`src/rtl/somador_serial.sv`:
```
// somador_serial: digit-serial N-bit add/subtract, K bits per cycle through one registered carry
// ports: clk, rst_n (async, active-low); start/sub/A/B/Cin request, sampled when busy == 0;
//        busy, done (one-cycle pulse), S, Cout (1 = no borrow on sub) and ovf (signed overflow)
module somador_serial #(
    parameter int N = 8,
    parameter int K = 1
) (
    input  logic         clk,
    input  logic         rst_n,
    input  logic         start,
    input  logic         sub,
    input  logic [N-1:0] A,
    input  logic [N-1:0] B,
    input  logic         Cin,
    output logic         busy,
    output logic         done,
    output logic [N-1:0] S,
    output logic         Cout,
    output logic         ovf
);
    localparam int D  = N / K;
    localparam int CW = $clog2(D + 1);

    if (N < 2 || K < 1 || K > N || N % K != 0) begin : g_bad_params
        $error("somador_serial: need N >= 2, 1 <= K <= N and N divisible by K");
    end

    typedef enum logic [1:0] {OCIOSO, SOMANDO, PRONTO} state_t;

    state_t         state, state_nx;
    logic [N-1:0]   a_r, b_r, w_r, w_nx;
    logic           c_r, c_msb, accept, last;
    logic [CW-1:0]  cnt;
    logic [K:0]     dsum;

    assign dsum   = (K+1)'(a_r[K-1:0]) + (K+1)'(b_r[K-1:0]) + (K+1)'(c_r);
    // carry into the top bit of the digit recovered from that bit's sum: c = s ^ a ^ b
    assign c_msb  = a_r[K-1] ^ b_r[K-1] ^ dsum[K-1];
    assign w_nx   = (w_r >> K) | (N'(dsum[K-1:0]) << (N - K));
    assign accept = start && state != SOMANDO;
    assign last   = state == SOMANDO && cnt == CW'(D - 1);
    assign busy   = state == SOMANDO;
    assign done   = state == PRONTO;

    always_ff @(posedge clk or negedge rst_n) begin
        if (!rst_n) state <= OCIOSO;
        else        state <= state_nx;
    end

    always_comb begin
        state_nx = state;
        if (state == SOMANDO) state_nx = last ? PRONTO : SOMANDO;
        else                  state_nx = start ? SOMANDO : OCIOSO;
    end

    always_ff @(posedge clk or negedge rst_n) begin
        if (!rst_n) begin
            a_r  <= '0;
            b_r  <= '0;
            w_r  <= '0;
            c_r  <= 1'b0;
            cnt  <= '0;
            S    <= '0;
            Cout <= 1'b0;
            ovf  <= 1'b0;
        end else if (accept) begin
            a_r <= A;
            b_r <= sub ? ~B : B;
            c_r <= sub | Cin;
            cnt <= '0;
            w_r <= '0;
        end else if (state == SOMANDO) begin
            a_r <= a_r >> K;
            b_r <= b_r >> K;
            c_r <= dsum[K];
            cnt <= cnt + 1'b1;
            w_r <= w_nx;
            if (last) begin
                S    <= w_nx;
                Cout <= dsum[K];
                ovf  <= dsum[K] ^ c_msb;
            end
        end
    end
endmodule

```
`config.mk`:
```
export PLATFORM = sky130hd
export DESIGN_NAME = somador_serial
export DESIGN_NICKNAME = d
export VERILOG_FILES = /design/src/rtl/somador_serial.sv
export SDC_FILE = /design/constraint.sdc
export NUM_CORES = 1
export LEC_CHECK = 0
export BUFFER_PORTS_ARGS = -buffer_cell sky130_fd_sc_hd__buf_2
export CAP_MARGIN = 20
export CELL_PAD_IN_SITES_DETAIL_PLACEMENT = 0
export CELL_PAD_IN_SITES_GLOBAL_PLACEMENT = 1
export CORE_AREA = 4 4 71 73
export DETAILED_ROUTE_END_ITERATION = 10
export DIE_AREA = 0 0 75 77
export GPL_TIMING_DRIVEN = 0
export HOLD_SLACK_MARGIN = 0.1
export PLACE_DENSITY = 0.74
export SYNTH_ARGS = -nofsm -noshare
export SYNTH_HDL_FRONTEND = slang
export SYNTH_SLANG_ARGS = --single-unit
```
`constraint.sdc`:
```
create_clock -name clk -period 1.8 [get_ports clk]
set_input_delay 0.54 -clock clk [delete_from_list [all_inputs] [get_ports clk]]
set_output_delay 0.54 -clock clk [all_outputs]
set_load 0.005 [all_outputs]
```
==> run metrics, run 1 <==
status finished, final reports clean; CP Class flip-flop to flip-flop; CP Buf/Inv Count 1; Static Leakage approximately 0.0011 uW; setup repair bufs after CTS 0; Yosys cell types 25; Fin. Hold Viols 0; CP Max Fanout 3; Final Setup Violations 0; Worst EP required slightly below 2 ns; CTS Hold Bufs 0; CP startpoint a_r[0]$_DFFE_PN0P_; Slew @ Worst Pin approximately 0.89 ns; R2R Setup Slk between 0.1 and 0.15 ns; minimum clock period ~1.7 ns; post-CTS sizing 0; syn avg cell area 11.4 sq um; Setup TNS Final 0 ns; Top-Level Pins 33; DRC viols 0; Power Total roughly 3500 uW; Worst setup endpoint ovf$_DFFE_PN0P_; f_max 0.592 GHz; vias in the first global route between 1000 and 1500; # nets final between 200 and 250; top cells by area, synth dfrtp_1 (54%), mux2i_1 (9.1%), nand2_1 (5.6%); Clock power frac 17.0%; first-pass GRT wire length ~5800 um; Min-Delay Path Class input port to async pin; Root Buffer clkbuf_8; relative slew slack between 40 and 50%; CTS buffer count 5; reg2reg start a_r[0]$_DFFE_PN0P_; combinational power share approximately 40%; Net Sw Frac 36.0%; vias per inst 5.05; drt total wl 3580 um; most common cell after layout, fill and taps aside dfrtp_1; Initial DRC Count between 40 and 50; FP Rows 24; R2R depth 5; final setup margin around 0.11 ns; dpl cells approximately 250; vias around 1300; sequential share of power between 40% and 50%; pin count of the biggest net entering global routing 41; family with the most delay on the worst path adder cells; syn nets roughly 190; leading area contributor after synthesis dfrtp_1; die height about 77 um; Buffers on Ports 31; Routed Antenna Nets 0; synthesis warning total 0; unrepaired setup endpoints after global routing no; die area roughly 5800 sq um; Min Hold Slack roughly 0.38 ns; Syn-to-layout area delta 16.4%; cell-internal power ~2200 uW; power density cells roughly 1600 nW/um^2; Pins Over Slew Limit 0; Synth top area share around 54%; initial antenna violation count 0; highest-count cells in the layout ignoring fill and taps dfrtp_1 (40), buf_2 (34), nand2_1 (28); Worst-path clk slew ~0.070 ns; final setup skew about 0.0049 ns; max cap viols 0; GR Overflow Total 0; post-synthesis cell area about 1900 sq um; Max clock buf depth 2; Final period util ~94%; worst r2r dst ovf$_DFFE_PN0P_; share of layout cells above drive strength 1 between 20% and 30%; Crit. End Element flip-flop; Max stage delay on crit path between 0.5 and 0.6 ns; Syn Inst Count approximately 160; clock latency on the worst-skew pair between 0.2 and 0.3 ns; Pre-Repair DR Iteration Count 4; Die W between 70 and 80 um; core footprint between 4000 and 5000 sq um; slowest cell on the critical path fa_1; VDD IR-drop max 0.528 mV; Arrival @ worst endpoint 1.86 ns; H-tree Lvls 2; Non-Filler Instances roughly 250; DR WL/cell 14.1 um; hpwl dp between 2000 and 3000 um; FF+latch count, synth 40; sequential share of the synthesized area a little over half; RD Place Congestion 0.750; total track usage around an eighth; P_sw 1260 uW; fill cell count between 400 and 500; Worst path depth 5; CTS tree yes; Initial Utilization a little over two fifths; CP Cell Sequence inv_1 -> fa_1 -> xor2_1 -> xnor2_1 -> mux2_4; ant diodes 0; Post-Place Setup Slack -0.00546 ns; Startpoint Class flip-flop; clock sinks 40
## power groups by stage
stage	clock network, uW	logic, uW	registers, uW
CTS	624	1410	1530
global route	647	1570	1570
floorplan	0	1010	1500
finish	598	1390	1530
detailed placement	0	1420	1540
global placement	0	1380	1520
## layer usage
metal / up-vias / GRT usage, % / wire length [um]
met3: 6 / 4.58 / 197
li1: 621 / - / -
met2: 29 / 18.7 / 1660
met1: 626 / 18.6 / 1670
met4: 0 / 4.80 / 60
met5: - / 0 / 0
## worst min path at each step
stage               cells after the start               start                  to  slack, ns
floorplan                               0               rst_n    Cout$_DFFE_PN0P_       0.24
global placement                        2  a_r[2]$_DFFE_PN0P_  a_r[1]$_DFFE_PN0P_       0.46
detailed placement                      2  a_r[4]$_DFFE_PN0P_  a_r[3]$_DFFE_PN0P_       0.47
CTS                                     1               rst_n    S[2]$_DFFE_PN0P_       0.39
global route                            1               rst_n  w_r[3]$_DFFE_PN0P_       0.44
finish                                  1               rst_n  w_r[3]$_DFFE_PN0P_       0.38
## metrics by stage
step | instance area, sq um | util [%]
detailed placement | 2090 | 48.0
global route | 2180 | 50.0
finish | 2180 | 50.0
floorplan | 1870 | -
CTS | 2180 | 50.0
global placement | 2090 | 48.0
## state kept, by name (all words and copies together) (netlist names)
register and flops:
S 8, Cout 1, b_r 8, a_r 8
state 2, w_r 7, ovf 1, c_r 1
cnt 4
## worst register-to-register path, cell delays in order, from the launching register on
cell     delay, ns
dfrtp_1       0.38
inv_1         0.07
fa_1          0.59
xor2_1        0.19
xnor2_1       0.10
mux2_4        0.25
## kinds of logic after synthesis
family	after synthesis	synth area share, %
buffers and inverters	16	4.41
multiplexers	27	16.3
adder cells (fa/ha/maj)	2	1.74
AO/OA/AOI/OAI	21	5.95
AND/OR/NAND/NOR	46	12.4
XOR/XNOR	12	5.62
flip-flops	40	53.5
## Yosys cell counts
cell / count
nor2b_1: 1
mux2i_1: 17
and4b_4: 1
nand2b_1: 1
dfrtp_1: 40
buf_2: 3
o21ai_0: 17
fa_1: 1
clkbuf_1: 6
o221ai_1: 1
nand2b_4: 1
ha_1: 1
a21oi_1: 2
nand3_1: 1
nand2_1: 28
mux2_2: 4
inv_4: 1
inv_1: 5
nand3b_1: 9
mux2_4: 6
nor2_1: 4
xor2_1: 9
xnor2_1: 3
a211oi_1: 1
buf_12: 1
## layout make-up
cell class	instances	area [sq um]	share of cell area, %
Timing Repair Buffer	31	155	7.13
Inverter	6	25.0	1.15
Multi-Input combinational cell	108	787	36.1
Buffer	9	53.8	2.47
Clock buffer	8	90.1	4.14
Tap cell	52	65.1	2.99
Sequential cell	40	1000	46.0
No activity file was read; power rests on OpenSTA's default activity.
==> run 2, diff against run 1 <==
--- a/config.mk
+++ b/config.mk
@@ -9,12 +9,13 @@
 export CAP_MARGIN = 20
 export CELL_PAD_IN_SITES_DETAIL_PLACEMENT = 0
 export CELL_PAD_IN_SITES_GLOBAL_PLACEMENT = 1
-export CORE_AREA = 4 4 71 73
+export CORE_AREA = 4 4 70 72
+export CTS_BUF_LIST = sky130_fd_sc_hd__clkbuf_2
 export DETAILED_ROUTE_END_ITERATION = 10
-export DIE_AREA = 0 0 75 77
+export DIE_AREA = 0 0 74 76
 export GPL_TIMING_DRIVEN = 0
 export HOLD_SLACK_MARGIN = 0.1
-export PLACE_DENSITY = 0.74
+export PLACE_DENSITY = 0.76
 export SYNTH_ARGS = -nofsm -noshare
 export SYNTH_HDL_FRONTEND = slang
 export SYNTH_SLANG_ARGS = --single-unit
==> run metrics, run 2 (synthesis gave the netlist of run 1 again) <==
H-tree Lvls 2; share of layout cells above drive strength 1 27.5%; CP Class flip-flop to flip-flop; unrepaired setup endpoints after global routing no; pin count of the biggest net entering global routing between 40 and 50; GR Overflow Total 0; first-pass GRT wire length 6280 um; CP Max Fanout 3; routed wl met2 ~1900 um; Slew @ Worst Pin between 0.8 and 0.9 ns; footprint of the multi-input gates 787 sq um; DR WL/cell 14.3 um; Startpoint Class flip-flop; Initial DRC Count 50; Root Buffer clkbuf_2; Setup TNS Final 0 ns; Arrival @ worst endpoint about 2 ns; relative slew slack roughly 40%; Design Area, Final 2170 sq um; final setup margin 0.0946 ns; Post-DP Area 2090 sq um; minimum clock period 1.71 ns; initial antenna violation count 0; core footprint 4290 sq um; status finished, final reports clean; Routed Antenna Nets 0; Final Setup Violations 0; vias in the first global route roughly 1400; R2R depth 5; CTS tree yes; max cap viols 0; CTS buffer count 5; power density cells 1600 nW/um^2; Initial Utilization a little over two fifths; met3 wire len between 150 and 200 um; Fin. Hold Viols 0; Pins Over Slew Limit 0; Syn-to-layout area delta 16.0%; total track usage ~14%; RD Place Congestion ~0.73; DRC viols 0; fill cell count around 400; biggest regs S (8), a_r (8), b_r (8); Crit. End Element flip-flop; M1 WL between 1500 and 2000 um; final setup skew a little under 0.009 ns; most common cell after layout, fill and taps aside dfrtp_1; Worst EP required ~2.1 ns; Reg area between 1000 and 1500 sq um; Min-Delay Path Class input port to async pin; vias 1278; VDD IR-drop max approximately 0.55 mV; f_max roughly 0.6 GHz; Max clock buf depth 2; die height 76 um; Power Total approximately 3500 uW; Die W approximately 74 um; Pre-Repair DR Iteration Count 4; Buffers on Ports 31; # nets final ~230; Final period util roughly 95%; die area around 5600 sq um; Post-Place Setup Slack -0.0109 ns; top routing layer in use met4; ant diodes 0; vias per inst 4.99; drt total wl 3670 um; Static Leakage approximately 0.0011 uW; CTS Hold Bufs 0; clock latency on the worst-skew pair between 0.3 and 0.4 ns; clock sinks 40; FP Rows 24; hpwl dp roughly 2600 um; highest-count cells in the layout ignoring fill and taps dfrtp_1 (40), buf_2 (34), nand2_1 (28); Top-Level Pins 33; Worst-path clk slew roughly 0.19 ns
[run 2: worst paths after layout]
path | start | end | slack (ns)
min reg2reg | a_r[7]$_DFFE_PN0P_ | a_r[6]$_DFFE_PN0P_ | 0.51
min in group clk | A[7] | a_r[7]$_DFFE_PN0P_ | 0.40
max in group asynchronous | rst_n | b_r[7]$_DFFE_PN0P_ | 0.99
max | a_r[0]$_DFFE_PN0P_ | ovf$_DFFE_PN0P_ | 0.09
max reg2reg | a_r[0]$_DFFE_PN0P_ | ovf$_DFFE_PN0P_ | 0.09
min | rst_n | w_r[3]$_DFFE_PN0P_ | 0.25
[run 2: routing by layer]
metal  vias up  global-route usage, %
li1        625                      -
met1       621                   18.3
met2        30                   23.8
met3         2                   3.03
met4         0                   5.43
met5         -                      0
[run 2: timing repair]
item,4_1_cts,5_1_grt
gates resized for setup,2,0
setup buffers,2,0
endpoints found under the setup margin,1,0
[run 2: critical path, cell delays in order (launching register included)]
cell	delay [ns]
dfrtp_1	0.43
inv_1	0.08
fa_1	0.60
xor2_1	0.18
xnor2_1	0.09
mux2_4	0.25
[run 2: through the flow]
stage | std cells | hold WS (ns) | util, %
floorplan | 164 | 0.244 | -
global placement | 247 | 0.460 | 48.7
detailed placement | 247 | 0.470 | 48.7
CTS | 256 | 0.258 | 50.5
global route | 256 | 0.284 | 50.5
finish | 256 | 0.254 | 50.5
[run 2: layout make-up]
cell class | instances | share of cell area, %
Inverter | 6 | 1.38
Buffer | 9 | 2.48
Sequential cell | 40 | 46.1
Timing Repair Buffer | 33 | 7.84
Clock buffer | 5 | 1.15
Multi-Input combinational cell | 108 | 36.3
Clock inverter | 3 | 1.73
Tap cell | 52 | 3.00
[run 2: power breakdown]
part           leakage [uW]  total (uW)  internal, uW  switching, uW
clock             0.0000380         507           227            280
combinational      0.000525        1450           690            765
sequential         0.000515        1520          1280            238
